<file path="src/rtl/datamover_rd_sched_if.sv">
// Request, MM2S command and MM2S read-stream monitor signals of the read scheduler.
// The scheduler uses the slave modport; the requester/datamover side uses master.
interface datamover_rd_sched_if;
   logic        i_req_valid;
   logic        o_req_ready;
   logic [31:0] i_req_addr;
   logic [23:0] i_req_bytes;
   logic [71:0] o_mm2s_rd_cmd_tdata;
   logic        o_mm2s_rd_cmd_tvalid;
   logic        i_mm2s_rd_cmd_tready;
   logic        i_mm2s_rd_tvalid;
   logic        i_mm2s_rd_tready;
   logic        i_mm2s_rd_tlast;
   logic        o_busy;
   logic        o_done;
   logic        o_err;

   modport slave (
      input  i_req_valid, i_req_addr, i_req_bytes, i_mm2s_rd_cmd_tready,
             i_mm2s_rd_tvalid, i_mm2s_rd_tready, i_mm2s_rd_tlast,
      output o_req_ready, o_mm2s_rd_cmd_tdata, o_mm2s_rd_cmd_tvalid,
             o_busy, o_done, o_err
   );

   modport master (
      output i_req_valid, i_req_addr, i_req_bytes, i_mm2s_rd_cmd_tready,
             i_mm2s_rd_tvalid, i_mm2s_rd_tready, i_mm2s_rd_tlast,
      input  o_req_ready, o_mm2s_rd_cmd_tdata, o_mm2s_rd_cmd_tvalid,
             o_busy, o_done, o_err
   );
endinterface

</file>
<file path="src/rtl/datamover_rd_sched.sv">
// Splits a transfer request into MM2S read commands of at most CHUNK_BYTES that never
// cross a 4 KiB page, keeping at most MAX_OUT commands outstanding until their tlast.
module datamover_rd_sched #(
   parameter int CHUNK_BYTES = 256,
   parameter int MAX_OUT     = 2
) (
   input  logic                  clk,
   input  logic                  rst,
   datamover_rd_sched_if.slave   bus
);

   localparam logic [12:0] CHUNK_MAX = 13'(CHUNK_BYTES);
   localparam logic [3:0]  OUT_MAX   = 4'(MAX_OUT);

   typedef enum logic [2:0] {S_IDLE, S_CMD, S_WAIT, S_DRAIN, S_DONE} state_t;

   state_t      state, state_nxt;
   logic [31:0] cur_addr;
   logic [23:0] remaining, rem_nxt;
   logic [3:0]  outstanding, out_nxt;
   logic [12:0] page_left, chunk;
   logic        err_q, done_q;
   logic        accept, hs, cpl, dec, stray;

   assign accept = bus.i_req_valid && (state == S_IDLE);
   assign hs     = (state == S_CMD) && bus.i_mm2s_rd_cmd_tready;
   assign cpl    = bus.i_mm2s_rd_tvalid && bus.i_mm2s_rd_tready && bus.i_mm2s_rd_tlast;
   assign dec    = cpl && (outstanding != 4'd0);
   assign stray  = cpl && (outstanding == 4'd0);

   always_comb begin
      page_left = 13'd4096 - {1'b0, cur_addr[11:0]};
      chunk     = CHUNK_MAX;
      if (page_left < chunk)
         chunk = page_left;
      if (remaining < {11'd0, chunk})
         chunk = remaining[12:0];
      rem_nxt = hs ? (remaining - {11'd0, chunk}) : remaining;
      // A handshake and a completion together cancel out.
      case ({hs, dec})
         2'b10:   out_nxt = outstanding + 4'd1;
         2'b01:   out_nxt = outstanding - 4'd1;
         default: out_nxt = outstanding;
      endcase
   end

   always_ff @(posedge clk or posedge rst) begin
      if (rst)
         state <= S_IDLE;
      else
         state <= state_nxt;
   end

   always_comb begin
      state_nxt = state;
      case (state)
         S_IDLE:  if (bus.i_req_valid)
                     state_nxt = (bus.i_req_bytes == 24'd0) ? S_DONE : S_CMD;
         S_CMD:   if (hs) begin
                     if (rem_nxt == 24'd0)       state_nxt = S_DRAIN;
                     else if (out_nxt == OUT_MAX) state_nxt = S_WAIT;
                  end
         S_WAIT:  if (out_nxt < OUT_MAX)   state_nxt = S_CMD;
         S_DRAIN: if (out_nxt == 4'd0)     state_nxt = S_DONE;
         S_DONE:  state_nxt = S_IDLE;
         default: state_nxt = S_IDLE;
      endcase
   end

   always_comb begin
      bus.o_req_ready          = (state == S_IDLE);
      bus.o_busy               = (state != S_IDLE);
      bus.o_mm2s_rd_cmd_tvalid = (state == S_CMD);
      bus.o_mm2s_rd_cmd_tdata  = '0;
      if (state == S_CMD)
         bus.o_mm2s_rd_cmd_tdata = {8'd0, cur_addr, 1'b0, 1'b1, 7'd1, 10'd0, chunk};
      bus.o_done               = done_q;
      bus.o_err                = err_q;
   end

   always_ff @(posedge clk or posedge rst) begin
      if (rst) begin
         cur_addr    <= '0;
         remaining   <= '0;
         outstanding <= '0;
         err_q       <= 1'b0;
         done_q      <= 1'b0;
      end else begin
         outstanding <= out_nxt;
         if (accept) begin
            cur_addr  <= bus.i_req_addr;
            remaining <= bus.i_req_bytes;
         end else if (hs) begin
            cur_addr  <= cur_addr + {19'd0, chunk};
            remaining <= rem_nxt;
         end
         if (accept)
            err_q <= 1'b0;
         else if (stray)
            err_q <= 1'b1;
         // Registered so the pulse lands the cycle after DONE is entered.
         done_q <= (state == S_DONE);
      end
   end

endmodule

</file>
<file path="src/flat_wrapper.sv">
// flat-port wrapper written by rule: the top's interface ports become plain ports
module datamover_rd_sched_flat 
#(
   parameter int CHUNK_BYTES = 256,
   parameter int MAX_OUT     = 2
)
  (clk, rst, bus_i_req_valid, bus_i_req_addr, bus_i_req_bytes, bus_i_mm2s_rd_cmd_tready, bus_i_mm2s_rd_tvalid, bus_i_mm2s_rd_tready, bus_i_mm2s_rd_tlast, bus_o_req_ready, bus_o_mm2s_rd_cmd_tdata, bus_o_mm2s_rd_cmd_tvalid, bus_o_busy, bus_o_done, bus_o_err);
  datamover_rd_sched_if bus_i ();
  input  logic clk;
  input  logic rst;
  input wire logic [$bits(bus_i.i_req_valid)-1:0] bus_i_req_valid;
  input wire logic [$bits(bus_i.i_req_addr)-1:0] bus_i_req_addr;
  input wire logic [$bits(bus_i.i_req_bytes)-1:0] bus_i_req_bytes;
  input wire logic [$bits(bus_i.i_mm2s_rd_cmd_tready)-1:0] bus_i_mm2s_rd_cmd_tready;
  input wire logic [$bits(bus_i.i_mm2s_rd_tvalid)-1:0] bus_i_mm2s_rd_tvalid;
  input wire logic [$bits(bus_i.i_mm2s_rd_tready)-1:0] bus_i_mm2s_rd_tready;
  input wire logic [$bits(bus_i.i_mm2s_rd_tlast)-1:0] bus_i_mm2s_rd_tlast;
  output wire logic [$bits(bus_i.o_req_ready)-1:0] bus_o_req_ready;
  output wire logic [$bits(bus_i.o_mm2s_rd_cmd_tdata)-1:0] bus_o_mm2s_rd_cmd_tdata;
  output wire logic [$bits(bus_i.o_mm2s_rd_cmd_tvalid)-1:0] bus_o_mm2s_rd_cmd_tvalid;
  output wire logic [$bits(bus_i.o_busy)-1:0] bus_o_busy;
  output wire logic [$bits(bus_i.o_done)-1:0] bus_o_done;
  output wire logic [$bits(bus_i.o_err)-1:0] bus_o_err;
  assign bus_i.i_req_valid = bus_i_req_valid;
  assign bus_i.i_req_addr = bus_i_req_addr;
  assign bus_i.i_req_bytes = bus_i_req_bytes;
  assign bus_i.i_mm2s_rd_cmd_tready = bus_i_mm2s_rd_cmd_tready;
  assign bus_i.i_mm2s_rd_tvalid = bus_i_mm2s_rd_tvalid;
  assign bus_i.i_mm2s_rd_tready = bus_i_mm2s_rd_tready;
  assign bus_i.i_mm2s_rd_tlast = bus_i_mm2s_rd_tlast;
  assign bus_o_req_ready = bus_i.o_req_ready;
  assign bus_o_mm2s_rd_cmd_tdata = bus_i.o_mm2s_rd_cmd_tdata;
  assign bus_o_mm2s_rd_cmd_tvalid = bus_i.o_mm2s_rd_cmd_tvalid;
  assign bus_o_busy = bus_i.o_busy;
  assign bus_o_done = bus_i.o_done;
  assign bus_o_err = bus_i.o_err;
  datamover_rd_sched #(.CHUNK_BYTES(CHUNK_BYTES), .MAX_OUT(MAX_OUT)) u_core (.clk(clk), .rst(rst), .bus(bus_i));
endmodule
</file>
<file path="config.mk">
export PLATFORM = sky130hd
export DESIGN_NAME = datamover_rd_sched_flat
export DESIGN_NICKNAME = d
export VERILOG_FILES = /design/src/rtl/datamover_rd_sched_if.sv /design/src/rtl/datamover_rd_sched.sv /design/src/flat_wrapper.sv
export SDC_FILE = /design/constraint.sdc
export NUM_CORES = 1
export LEC_CHECK = 0
export ABC_AREA = 0
export BUFFER_PORTS_ARGS = -buffer_cell sky130_fd_sc_hd__clkbuf_2
export CAP_MARGIN = 20
export CORE_MARGIN = 2
export CORE_UTILIZATION = 55
export DETAILED_ROUTE_END_ITERATION = 16
export HOLD_SLACK_MARGIN = 0.15
export PLACE_DENSITY_LB_ADDON = 0.3
export SLEW_MARGIN = 20
export SYNTH_ARGS = -nofsm -noshare
export SYNTH_HDL_FRONTEND = slang
export SYNTH_SLANG_ARGS = --single-unit
</file>
<file path="constraint.sdc">
create_clock -name clk -period 6.4 [get_ports clk]
set_input_delay 1.28 -clock clk [delete_from_list [all_inputs] [get_ports clk]]
set_output_delay 1.28 -clock clk [all_outputs]
set_load 0.01 [all_outputs]
</file>
==> impl_metrics.json, run 1 <==
{
  "outcome": "finished, final reports clean",
  "place_congestion": 0.9576,
  "power_density_mw_per_mm2": 527.3,
  "ir_drop_v": 0.0002136,
  "fin_crit_sh_pct": 96.80,
  "initial_core_util_pct": 56.17,
  "critPathSlowestCell": "or4b_4",
  "ys_ff_latch": 65,
  "dp_cells": 1010,
  "min_to": "u_core.bus.o_err$_DFFE_PP0P_",
  "via_per_inst": 6.182,
  "grt_max_degree": 66,
  "dp.final_hpwl_um": 13970,
  "critPathMaxStageDelay_ns": 0.49,
  "antenna_found_initial": 0,
  "syn-cell-area_mm2": 0.006062,
  "antenna_cells": 0,
  "vias": 6367,
  "slew_headroom_pct": 41.31,
  "dieArea_mm2": 0.01188,
  "reg2reg_from": "u_core.cur_addr[1]$_DFFE_PP0P_",
  "routed_wl_um": 18920,
  "rrSetupSlack_ns": 0.20,
  "synth_area_leaders": "dfrtp_1 27%, ha_1 8.7%, nand2_1 5.3%, a21oi_1 3.8%, and2_1 3.7%",
  "pre_cts_ws_ns": -0.05908,
  "grt_pass1_vias": 5965,
  "dr.pass1.iters": 5,
  "fp.dieW_um": 109.0,
  "finClkSkew_ns": 0.008789,
  "cp.required_ns": 6.68,
  "synth_commonest_cells": "86 x nand2_1, 65 x dfrtp_1, 59 x nor2_1",
  "cts_tree": "yes",
  "finalMaxSlewViolations": 0,
  "cts_buffers": 9,
  "max_cap_viol_count": 0,
  "stdcell_count": 1030,
  "fin_crit_ns": 6.195,
  "insertion_delay_ns": 0.37,
  "fin_util_pct": 66.44,
  "drc": 0,
  "worstMarginPinSlew_ns": 0.8804,
  "placed_cell_area_mm2": 0.006735,
  "synth.most_common_cell": "nand2_1",
  "crit_path_start_kind": "register",
  "grt-ovfl-total": 0,
  "crit_type": "register to register",
  "syn_avg_cell_area_um2": 7.893,
  "p_leak_nw": 3.383,
  "clock-sinks": 65,
  "hold_viol_final": 0,
  "end_kind": "register",
  "cts.clk_slew.worst_paths_ns": 0.08,
  "design_area_mm2": 0.007171,
  "rows": 38,
  "cp_max_fo": 5,
  "synth_cell_types": 70,
  "ff2ff_path_depth": 27,
  "gr-usage-all-layers_pct": 31.76,
  "coreArea_mm2": 0.01079,
  "synth_edf_count": 0,
  "setup_violations": 0,
  "r2r-end": "u_core.state[1]$_DFFE_PP0P_",
  "ys.flop_type": "dfrtp_1",
  "yosysSeqAreaShare_pct": 26.83,
  "crit_arrival_ns": 6.47,
  "io-pin-count": 140,
  "ctsHoldBuffers": 0,
  "num-nets-final": 993,
  "netlist.area_leader.share_pct": 26.83,
  "synthArstFlopShare_pct": 100.0,
  "syn_inst": 768,
  "hold_start": "u_core.bus.o_err$_DFFE_PP0P_",
  "grt_pass1_wl_um": 29140,
  "drive_above_1_share_pct": 23.82,
  "wl_per_cell_um": 18.37,
  "ctsHtreeMaxLevel": 3,
  "grt_setup_unrepaired": "yes",
  "yosysWarnings": 0,
  "io_buffers": 114,
  "area_growth_pct": 18.29,
  "setup_ws_ns": 0.2048,
  "ant_nets": 0,
  "drtIter0Drc": 569,
  "fmax_ghz": 0.1614,
  "die_y_um": 109.0,
  "clock_path_buffers": 2,
  "worstHoldPathCells": 2,
  "synth_top_cell_by_area": "dfrtp_1",
  "clockRootBuffer": "clkbuf_8",
  "hold_class": "register to register"
}
power breakdown:
| part | internal, mW | leakage [nW] | switching (mW) |
|---|---|---|---|
| clock network | 0.180 | 0.0933 | 0.179 |
| registers | 0.598 | 0.809 | 0.262 |
| logic | 1.05 | 2.48 | 1.51 |
critical path: cells and delay by family, from the launching register on:
| family | cells | cell delay [ns] |
|---|---|---|
| AOI/OAI and AO/OA | 7 | 1.50 |
| xor gates and xnor gates | 2 | 0.30 |
| adders and majority gates | 3 | 0.73 |
| buffers and inverters | 3 | 0.42 |
| DFF | 1 | 0.45 |
| muxes | 1 | 0.33 |
| and+or+nand+nor | 11 | 2.37 |
stage by stage:
stage / total power, mW / setup TNS (ns) / hold slack (ns)
3_3_place_gp: 3.103 / 0 / 0.4857
6_report: 3.781 / 0 / 0.5025
3_5_place_dp: 3.187 / -0.08136 / 0.4929
2_1_floorplan: 2.486 / 0 / 0.4877
4_1_cts: 3.568 / 0 / 0.5099
5_1_grt: 4.070 / -0.1398 / 0.5529
layout make-up:
type / count / area, um^2
multi-input cells: 618 / 4220
fillers: 912 / 3622
flip-flops and latches: 65 / 1627
repair buffers: 141 / 773.2
inverters: 50 / 187.7
well taps: 140 / 175.2
clock buffers: 11 / 131.4
clock inverters: 5 / 56.30
repair_timing:
action / CTS / global route
setup buffers: 0 / 4
pin swaps: 1 / 9
gates resized for setup: 2 / 44
setup endpoints to repair: 2 / 24
layer usage:
| layer | routed length, um | global-route usage (%) |
|---|---|---|
| met1 | 7733 | 40.88 |
| met3 | 1538 | 5.439 |
| met5 | 0 | 0 |
| met4 | 702 | 17.49 |
| met2 | 8949 | 50.58 |
how the worst max path moves through the flow:
stage	end	cells after the start	slack, ns	start
finish	u_core.state[1]$_DFFE_PP0P_	27	0.20	u_core.cur_addr[1]$_DFFE_PP0P_
global route	u_core.state[1]$_DFFE_PP0P_	27	-0.09	u_core.cur_addr[1]$_DFFE_PP0P_
CTS	u_core.state[1]$_DFFE_PP0P_	27	0.04	u_core.cur_addr[1]$_DFFE_PP0P_
detailed placement	u_core.state[1]$_DFFE_PP0P_	27	-0.06	u_core.cur_addr[1]$_DFFE_PP0P_
global placement	u_core.state[1]$_DFFE_PP0P_	28	0.25	u_core.cur_addr[1]$_DFFE_PP0P_
floorplan	u_core.state[1]$_DFFE_PP0P_	29	0.58	u_core.cur_addr[1]$_DFFE_PP0P_
cells by family (layout without fill, tap and decap cells):
kind of cell,count (synthesis),count (layout),synth area share [%]
simple gates,303,303,25.37
buf+inv,112,207,8.875
compound gates,196,196,21.71
fa+ha+maj,45,45,9.659
mux,12,12,2.662
other cells,2,29,0.1239
flops,65,65,26.83
xor+xnor,33,33,4.768
registers in the layout, summed over array words and instances, names as in the netlist:
name	cells
u_core.cur_addr	32
u_core.remaining	24
u_core.outstanding	4
u_core.state	3
u_core.bus.o_done	1
u_core.bus.o_err	1
placed cells by master (no fill, tap or decap), drive strengths merged, types with 4 or more instances in the layout:
master,n
and3,13
mux2,4
nor3,22
nand4,8
clkbuf,125
inv,50
xnor2,19
o211ai,12
o21a,5
buf,27
nor3b,7
o21ai,41
dfrtp,65
or3,5
o311ai,14
a22oi,14
conb,29
nor2b,5
nand3,25
nor4,17
a221o,7
a21o,11
mux2i,8
and2,36
or4,4
ha,42
a31oi,10
nand2,86
a21oi,46
xor2,14
nand2b,5
nor2,59
Power figures use the tool's default switching activity.
==> run 2: changes to the inputs <==
--- a/config.mk
+++ b/config.mk
@@ -9,7 +9,7 @@
 export BUFFER_PORTS_ARGS = -buffer_cell sky130_fd_sc_hd__clkbuf_2
 export CAP_MARGIN = 20
 export CORE_MARGIN = 2
-export CORE_UTILIZATION = 55
+export CORE_UTILIZATION = 56
 export DETAILED_ROUTE_END_ITERATION = 16
 export HOLD_SLACK_MARGIN = 0.15
 export PLACE_DENSITY_LB_ADDON = 0.3
==> impl_metrics.json, run 2 (synthesis gave the netlist of run 1 again) <==
{
  "dr.pass1.iters": 7,
  "io_buffers": 114,
  "grt_max_degree": 66,
  "end_kind": "register",
  "crit_arrival_ns": 6.49,
  "top_layer_used": "met4",
  "cp.required_ns": 6.69,
  "drtIter0Drc": 587,
  "cts_buffers": 9,
  "dp.final_hpwl_um": 13790,
  "cp_max_fo": 12,
  "holdWs_ns": 0.5281,
  "hold_class": "register to register",
  "top_regs": "u_core.cur_addr: 32 flops, u_core.remaining: 24 flops, u_core.outstanding: 4 flops",
  "stdcell_count": 1024,
  "cp_num_buf_inv": 5,
  "ff2ff_path_depth": 29,
  "hold_start": "u_core.bus.o_err$_DFFE_PP0P_",
  "regMostFlops": "u_core.cur_addr",
  "tns_ns": 0,
  "grt-ovfl-total": 0,
  "clock-sinks": 65,
  "num-nets-final": 991,
  "wl_per_cell_um": 17.97,
  "finClkSkew_ns": 0.01339,
  "crit_type": "register to register",
  "slew_headroom_pct": 41.88,
  "fp.dieW_um": 108.0,
  "setup_violations": 0,
  "outcome": "finished, final reports clean",
  "rrSetupSlack_ns": 0.20,
  "largest_reg_flops": 32,
  "critPathSlowestCell": "or4b_4",
  "cts.clk_slew.worst_paths_ns": 0.09,
  "dp_cells": 1005,
  "reg2reg_from": "u_core.cur_addr[0]$_DFFE_PP0P_",
  "setup_ws_ns": 0.2021,
  "dieArea_mm2": 0.01167,
  "antenna_found_initial": 0,
  "routed-wl-met2_um": 8805,
  "crit_path_start_kind": "register",
  "critPathMaxStageDelay_ns": 0.49,
  "dr_wl_met3_um": 1506,
  "wl_met1_um": 7609,
  "worstMarginPinSlew_ns": 0.8717,
  "layout_common_cells": "114 x clkbuf_2, 85 x nand2_1, 65 x dfrtp_1, 57 x nor2_1, 46 x a21oi_1",
  "clock_path_buffers": 2,
  "place_congestion": 0.9616,
  "ctsHoldBuffers": 0,
  "clockRootBuffer": "clkbuf_8",
  "critPathTopFamily": "simple AND/OR/NAND/NOR gates",
  "routed_wl_um": 18400,
  "drc": 0,
  "critPathLaunch": "u_core.cur_addr[0]$_DFFE_PP0P_",
  "critPathMostFrequentCell": "inv_1",
  "coreArea_mm2": 0.01042,
  "initial_core_util_pct": 58.20,
  "cts_tree": "yes",
  "fin_util_pct": 67.66,
  "r2r-end": "u_core.cur_addr[27]$_DFFE_PP0P_",
  "io-pin-count": 140,
  "rows": 37,
  "grt_pass1_wl_um": 28930,
  "mostFrequentLayoutCell": "clkbuf_2",
  "p_leak_nw": 3.351,
  "worstHoldPathCells": 2,
  "antenna_cells": 0,
  "power_density_mw_per_mm2": 519.5,
  "ctsHtreeMaxLevel": 3,
  "fin_crit_ns": 6.198,
  "min_to": "u_core.bus.o_err$_DFFE_PP0P_",
  "grt_setup_unrepaired": "yes",
  "grt_pass1_vias": 5770,
  "fmax_ghz": 0.1613,
  "pre_cts_ws_ns": -0.1081,
  "area_growth_pct": 16.26,
  "nFillCells": 882,
  "finalMaxSlewViolations": 0,
  "via_per_inst": 6.258,
  "insertion_delay_ns": 0.36,
  "vias": 6408,
  "die_y_um": 108.0,
  "max_cap_viol_count": 0,
  "fin_crit_sh_pct": 96.84,
  "ir_drop_v": 0.0002355,
  "gr-usage-all-layers_pct": 31.27,
  "ant_nets": 0,
  "hold_viol_final": 0,
  "drive_above_1_share_pct": 23.09
}
==> run 2: cell types whose count changed in the layout (fill, tap and decap cells not counted), moves of 2 or more <==
| cell | delta |
|---|---|
| clkbuf_1 | -2 |
| ha_2 | +4 |
| ha_4 | -3 |
| nor2_4 | -2 |
| nor2_2 | -2 |
| nor2_1 | +4 |
| buf_4 | -2 |
==> run 2: layer usage <==
metal | track usage (%) | vias to the layer above
met1 | 41.72 | 3040
li1 | - | 2959
met4 | 12.73 | 0
met5 | 0 | -
met3 | 3.978 | 50
met2 | 51.44 | 359
==> run 2: area by class of cell <==
| type | instances | area (um^2) | area share (%) |
|---|---|---|---|
| multi-input cells | 618 | 4134 | 58.65 |
| clock buffers | 9 | 123.9 | 1.758 |
| clock inverters | 7 | 47.55 | 0.6746 |
| inverters | 50 | 187.7 | 2.663 |
| well taps | 136 | 170.2 | 2.414 |
| repair buffers | 139 | 758.2 | 10.76 |
| flip-flops and latches | 65 | 1627 | 23.08 |
==> run 2: where the power goes <==
group,switching [mW],internal [mW]
logic,1.47,1.01
clock network,0.183,0.140
registers,0.256,0.598
==> run 2: worst max path at each step <==
stage                                           end  slack (ns)  cells after the start
floorplan               u_core.state[1]$_DFFE_PP0P_        0.58                     29
global placement        u_core.state[1]$_DFFE_PP0P_        0.21                     28
detailed placement  u_core.cur_addr[26]$_DFFE_PP0P_       -0.11                     27
CTS                     u_core.state[1]$_DFFE_PP0P_       0.008                     29
global route            u_core.state[1]$_DFFE_PP0P_       -0.08                     29
finish              u_core.cur_addr[27]$_DFFE_PP0P_        0.20                     29
==> run 2: worst register-to-register path: cells and delay by family, from the launching register on <==
family	cells	cell delay, ns
AO/OA/AOI/OAI	8	1.65
XOR/XNOR	1	0.16
adder cells (fa/ha/maj)	3	0.85
buffers and inverters	5	0.54
flip-flops	1	0.39
multiplexers	1	0.30
AND/OR/NAND/NOR	11	2.27
==> run 2: per-stage QoR <==
stage / cell area [um^2] / total power, mW
floorplan: 6163 / 2.486
global placement: 6723 / 3.092
detailed placement: 6723 / 3.173
CTS: 6904 / 3.502
global route: 7048 / 3.950
finish: 7048 / 3.661
==> run 2: what timing repair did <==
action,CTS,global route
setup endpoints to repair,14,25
resized for setup,3,29
pin swaps,0,7
buffers inserted,0,3
